==> config.mk <==
export PLATFORM = sky130hd
export DESIGN_NAME = instr_fetch
export DESIGN_NICKNAME = d
export VERILOG_FILES = /design/src/rtl/instr_fetch_pkg.sv /design/src/rtl/instr_fetch_pc_reg.sv /design/src/rtl/instr_fetch.sv
export SDC_FILE = /design/constraint.sdc
export NUM_CORES = 1
export LEC_CHECK = 0
export ABC_AREA = 1
export ABC_CLOCK_PERIOD_IN_PS = 3950
export BUFFER_PORTS_ARGS = -buffer_cell sky130_fd_sc_hd__buf_2
export CORE_UTILIZATION = 40
export DETAILED_ROUTE_END_ITERATION = 16
export GPL_TIMING_DRIVEN = 0
export PLACE_DENSITY = 0.67
export SYNTH_ARGS = -nofsm -noshare
export SYNTH_HDL_FRONTEND = slang
export SYNTH_HIERARCHICAL = 1
export SYNTH_SLANG_ARGS = --single-unit
==> constraint.sdc <==
create_clock -name clk -period 3.95 [get_ports clk]
set_input_delay 0.79 -clock clk [delete_from_list [all_inputs] [get_ports clk]]
set_output_delay 0.79 -clock clk [all_outputs]
set_load 0.02 [all_outputs]
==> src/rtl/instr_fetch_pkg.sv <==
// Shared definitions for the instruction fetch unit and its neighbours:
// default widths, reset PC and the fetch FSM state encoding.
package instr_fetch_pkg;

    localparam int          DEF_ADDR_W   = 16;
    localparam int          DEF_DATA_W   = 16;
    localparam logic [15:0] DEF_RESET_PC = 16'h0000;

    typedef enum logic [1:0] {
        S_FETCH = 2'd0,
        S_WAIT  = 2'd1,
        S_HOLD  = 2'd2
    } fetch_state_t;

endpackage

==> src/rtl/instr_fetch_pc_reg.sv <==
// Program counter register: reset value, redirect load and +1 advance.
// A redirect always beats the increment so a branch taken in the same
// cycle as an accepted fetch lands on the target, not on pc+1.
module instr_fetch_pc_reg #(
    parameter int                ADDR_W   = 16,
    parameter logic [ADDR_W-1:0] RESET_PC = '0
) (
    input  logic              clk,
    input  logic              reset,
    input  logic              load,
    input  logic [ADDR_W-1:0] load_pc,
    input  logic              incr,
    output logic [ADDR_W-1:0] pc
);

    // PC update: reset > redirect > increment (wraps naturally at 2^ADDR_W)
    always_ff @(posedge clk) begin
        if (!reset)
            pc <= RESET_PC;
        else if (load)
            pc <= load_pc;
        else if (incr)
            pc <= pc + ADDR_W'(1);
    end

endmodule

==> src/rtl/instr_fetch.sv <==
// Instruction fetch unit. Issues one read at a time to instruction memory,
// holds the returned word for the control statemachine until it is acked,
// and drops any response that a redirect or reset has made stale.
module instr_fetch
    import instr_fetch_pkg::*;
#(
    parameter int                ADDR_W   = DEF_ADDR_W,
    parameter int                DATA_W   = DEF_DATA_W,
    parameter logic [ADDR_W-1:0] RESET_PC = ADDR_W'(DEF_RESET_PC)
) (
    input  logic              clk,
    input  logic              reset,
    output logic              mem_rd,
    output logic [ADDR_W-1:0] mem_addr,
    input  logic [DATA_W-1:0] mem_rdata,
    input  logic              mem_valid,
    output logic [DATA_W-1:0] instr,
    output logic [ADDR_W-1:0] instr_pc,
    output logic              instr_valid,
    input  logic              instr_ack,
    input  logic              redirect,
    input  logic [ADDR_W-1:0] redirect_pc,
    input  logic              halt
);

    fetch_state_t      state;
    logic              discard;
    logic [ADDR_W-1:0] pc;
    logic              accept;

    // A response is kept only if nothing made it stale, including a
    // redirect arriving in the very cycle the data returns.
    assign accept   = (state == S_WAIT) && mem_valid && !discard && !redirect;

    // The request goes out in the FETCH cycle itself; halt only gates it.
    assign mem_rd   = reset && (state == S_FETCH) && !halt;
    assign mem_addr = pc;

    instr_fetch_pc_reg #(
        .ADDR_W   (ADDR_W),
        .RESET_PC (RESET_PC)
    ) u_pc (
        .clk     (clk),
        .reset   (reset),
        .load    (redirect),
        .load_pc (redirect_pc),
        .incr    (accept),
        .pc      (pc)
    );

    // Fetch FSM, discard flag and the held instruction register
    always_ff @(posedge clk) begin
        if (!reset) begin
            state       <= S_FETCH;
            // a request abandoned mid-flight still owes us one response
            discard     <= (state == S_WAIT);
            instr       <= '0;
            instr_pc    <= '0;
            instr_valid <= 1'b0;
        end else begin
            case (state)
                S_FETCH: begin
                    if (!halt) begin
                        state   <= S_WAIT;
                        // a redirect now means this request carries the old pc
                        discard <= discard | redirect;
                    end
                end
                S_WAIT: begin
                    if (mem_valid) begin
                        if (discard || redirect) begin
                            discard <= 1'b0;
                            state   <= S_FETCH;
                        end else begin
                            instr       <= mem_rdata;
                            instr_pc    <= pc;
                            instr_valid <= 1'b1;
                            state       <= S_HOLD;
                        end
                    end else if (redirect) begin
                        discard <= 1'b1;
                    end
                end
                S_HOLD: begin
                    if (instr_ack || redirect) begin
                        instr_valid <= 1'b0;
                        state       <= S_FETCH;
                    end
                end
                default: begin
                    state       <= S_FETCH;
                    instr_valid <= 1'b0;
                end
            endcase
        end
    end

endmodule

==> flow_summary.json <==
{
  "outcome": "completed",
  "setup_tns_ns": 0,
  "wl_mm": 6.050,
  "start_kind": "input port",
  "grt_pass1_wl_mm": 10.21,
  "synth_area_leaders": "dfxtp_1 42%, nor2_1 11%, o21ai_0 7.9%",
  "combPwrFrac_pct": 13.9,
  "ys_seq_area_share_pct": 43.48,
  "drt_first_iter_violations": 146,
  "finalHoldViolCount": 0,
  "wl_met3_um": 355,
  "synth_top_area_share_pct": 42.24,
  "seqPwrFrac_pct": 57.4,
  "drv_cap": 0,
  "diodes": 0,
  "synthesis.nets": 358,
  "rows": 27,
  "setup_viol": 0,
  "pwr-share-clk_pct": 28.6,
  "nNetsFinal": 452,
  "grt_overflow": 0,
  "drive_gt1_share_pct": 31.48,
  "path_delay_family": "buffers and inverters",
  "dpl_cell_area_mm2": 0.002943,
  "die_w_um": 79.74,
  "ant_nets": 0,
  "tritoncts": "yes",
  "cp.arrival_ns": 1.71,
  "fin_crit_ns": 2.497,
  "min_path_type": "flop to flop",
  "netSwitchingFraction_pct": 27.20,
  "cts_buffers": 5,
  "slew_viol_final": 0,
  "drc": 0,
  "top_layer_used": "met4",
  "cts.repair.resized": 0,
  "path_class": "input port to output pin",
  "ys_types": 32,
  "die_area_mm2": 0.006358,
  "io_pins": 88,
  "grt_start_max_net_pins": 15,
  "yosysWarnings": 6,
  "cellLeakagePower_nw": 1.533,
  "post-place-ws_ns": 1.442,
  "switchingPower_uw": 270.0,
  "grt_pass1_vias": 2206,
  "fmax_mhz": 400.6,
  "htreeDepth": 2,
  "first_pass_iters": 4,
  "fin_worst_skew_ns": 0.009802,
  "synth_edf_count": 1,
  "antenna_found_initial": 0,
  "cp_common_cell": "buf_2",
  "slowest_stage": "clkbuf_1",
  "dp_hpwl_mm": 4.445,
  "rsz0062_at_grt": "no",
  "m1WireLength_mm": 2.803,
  "via_per_inst": 4.841,
  "final.setup.worst_slack_ns": 1.453,
  "coreArea_mm2": 0.005675,
  "dominantRegCellSynth": "dfxtp_1",
  "cpPeakStageDelay_ns": 0.32,
  "postCtsSetupRepairBufs": 0,
  "period_share_pct": 63.20,
  "dieHeight_um": 79.74,
  "path_max_fanout": 9,
  "vias": 2348,
  "ir_drop_v": 0.0001575,
  "clockRootBuffer": "clkbuf_8",
  "worstSkewPairLatency_ns": 0.30,
  "cts_sinks": 52,
  "cts_hold_buffers": 0,
  "synth.cell_area_mm2": 0.002417,
  "final_cell_area_mm2": 0.003020,
  "gp_congestion": 0.8603,
  "crit_chain": "buf_2 -> clkbuf_1 -> inv_1 -> nor2_1 -> buf_2",
  "max_slew.worst_pin.slew_ns": 0.4795,
  "async_flop_share_pct": 0,
  "synthCells": 319,
  "powerDensity_mw_per_mm2": 328.7,
  "worst-path-buf-inv": 4,
  "syn_area_per_cell_um2": 7.578,
  "whs_ns": 0.4728,
  "drt-wirelength-per-cell_um": 12.47,
  "yosysTopAreaCell": "dfxtp_1",
  "synth-seq-cells": 52,
  "cp_data_required_time_ns": 3.16,
  "wl_met2_mm": 2.846,
  "cts.clk_slew.worst_paths_ns": 0.09,
  "initial_core_util_pct": 42.59,
  "clockBufferDepth": 2,
  "area_growth_syn_to_layout_pct": 24.95,
  "endpoint_kind": "output pin",
  "intPower_uw": 722.7,
  "port_buffers": 87,
  "slew_headroom_pct": 68.03,
  "grt_usage_pct": 20.39
}
-- worst min-delay path, delay by kind of cell (launching register included) --
family / cells / cell delay, ns
AOI/OAI and AO/OA: 1 / 0.04
and+or+nand+nor: 1 / 0.07
DFF: 1 / 0.32
-- power groups by stage --
stage,combinational [mW],clock (mW),sequential [mW]
detailed placement,0.138,0,0.583
global route,0.154,0.321,0.575
global placement,0.137,0,0.582
CTS,0.139,0.302,0.571
floorplan,0.0618,0,0.601
finish,0.138,0.284,0.570
-- per-stage QoR --
| step | util [%] | power [mW] | cells |
|---|---|---|---|
| floorplan | - | 0.6631 | 319 |
| global placement | 51.85 | 0.7189 | 478 |
| detailed placement | 51.85 | 0.7213 | 478 |
| CTS | 53.22 | 1.012 | 485 |
| global route | 53.22 | 1.050 | 485 |
| finish | 53.22 | 0.9927 | 485 |
-- per-layer routing --
layer  global-route usage [%]  up-vias
met5                        0        -
li1                         -     1228
met2                    32.82       62
met4                    6.607        0
met3                    3.657        2
met1                    27.46     1056
-- sequential cells by signal (all words and copies together), names as in the netlist --
| register | flops |
|---|---|
| u_pc/pc | 16 |
| instr | 16 |
| state | 2 |
| instr_valid | 1 |
| instr_pc | 16 |
| discard | 1 |
-- worst paths after layout --
| check | slack [ns] | from | to | depth (start not counted) |
|---|---|---|---|---|
| worst min-delay path | 0.47 | instr_valid$_SDFFE_PN0P_ | instr_valid$_SDFFE_PN0P_ | 2 |
| worst min register to register | 0.47 | instr_valid$_SDFFE_PN0P_ | instr_valid$_SDFFE_PN0P_ | 2 |
| worst max register to register | 2.21 | state[0]$_SDFFE_PN0P_ | u_pc/pc[10]$_SDFFE_PN0P_ | 10 |
| worst max-delay path | 1.45 | reset | mem_rd | 5 |
-- kinds of logic after synthesis --
group                      share of synthesized area (%)
buffers and inverters                              7.970
and+or+nand+nor                                    28.05
DFF                                                43.48
xor gates and xnor gates                           2.536
AOI/OAI and AO/OA                                  17.44
adders and majority gates                         0.5175
-- layout by cell type, fill, tap and decap left out, drive strengths merged, types with 3 or more instances in the layout --
cell	count
buf	97
nor2	84
dfxtp	51
nand2	44
o21ai	39
inv	22
a21oi	18
nand3	17
a22oi	10
clkbuf	10
xor2	5
o21bai	4
nand4	3
-- layout make-up --
cell class | count | area, um^2
plain buffers | 14 | 105.1
clock buffers | 6 | 72.57
clock inverters | 1 | 5.005
fillers | 586 | 2655
inverters | 22 | 87.58
multi-input cells | 231 | 1174
flip-flops and latches | 52 | 1051
well taps | 72 | 90.09
repair buffers | 87 | 435.4
-- synthesized netlist by cell type (3+ instances only) --
library cell,instances
xor2_1,5
nor2_1,68
nand3_1,16
dfxtp_1,51
nand4_1,3
nor2_2,13
nand2_2,4
a22oi_1,10
o21bai_1,3
buf_6,6
o21ai_0,38
nand2_1,39
buf_2,3
clkbuf_1,4
inv_1,20
a21oi_1,16
No activity file was read; power rests on OpenSTA's default activity.
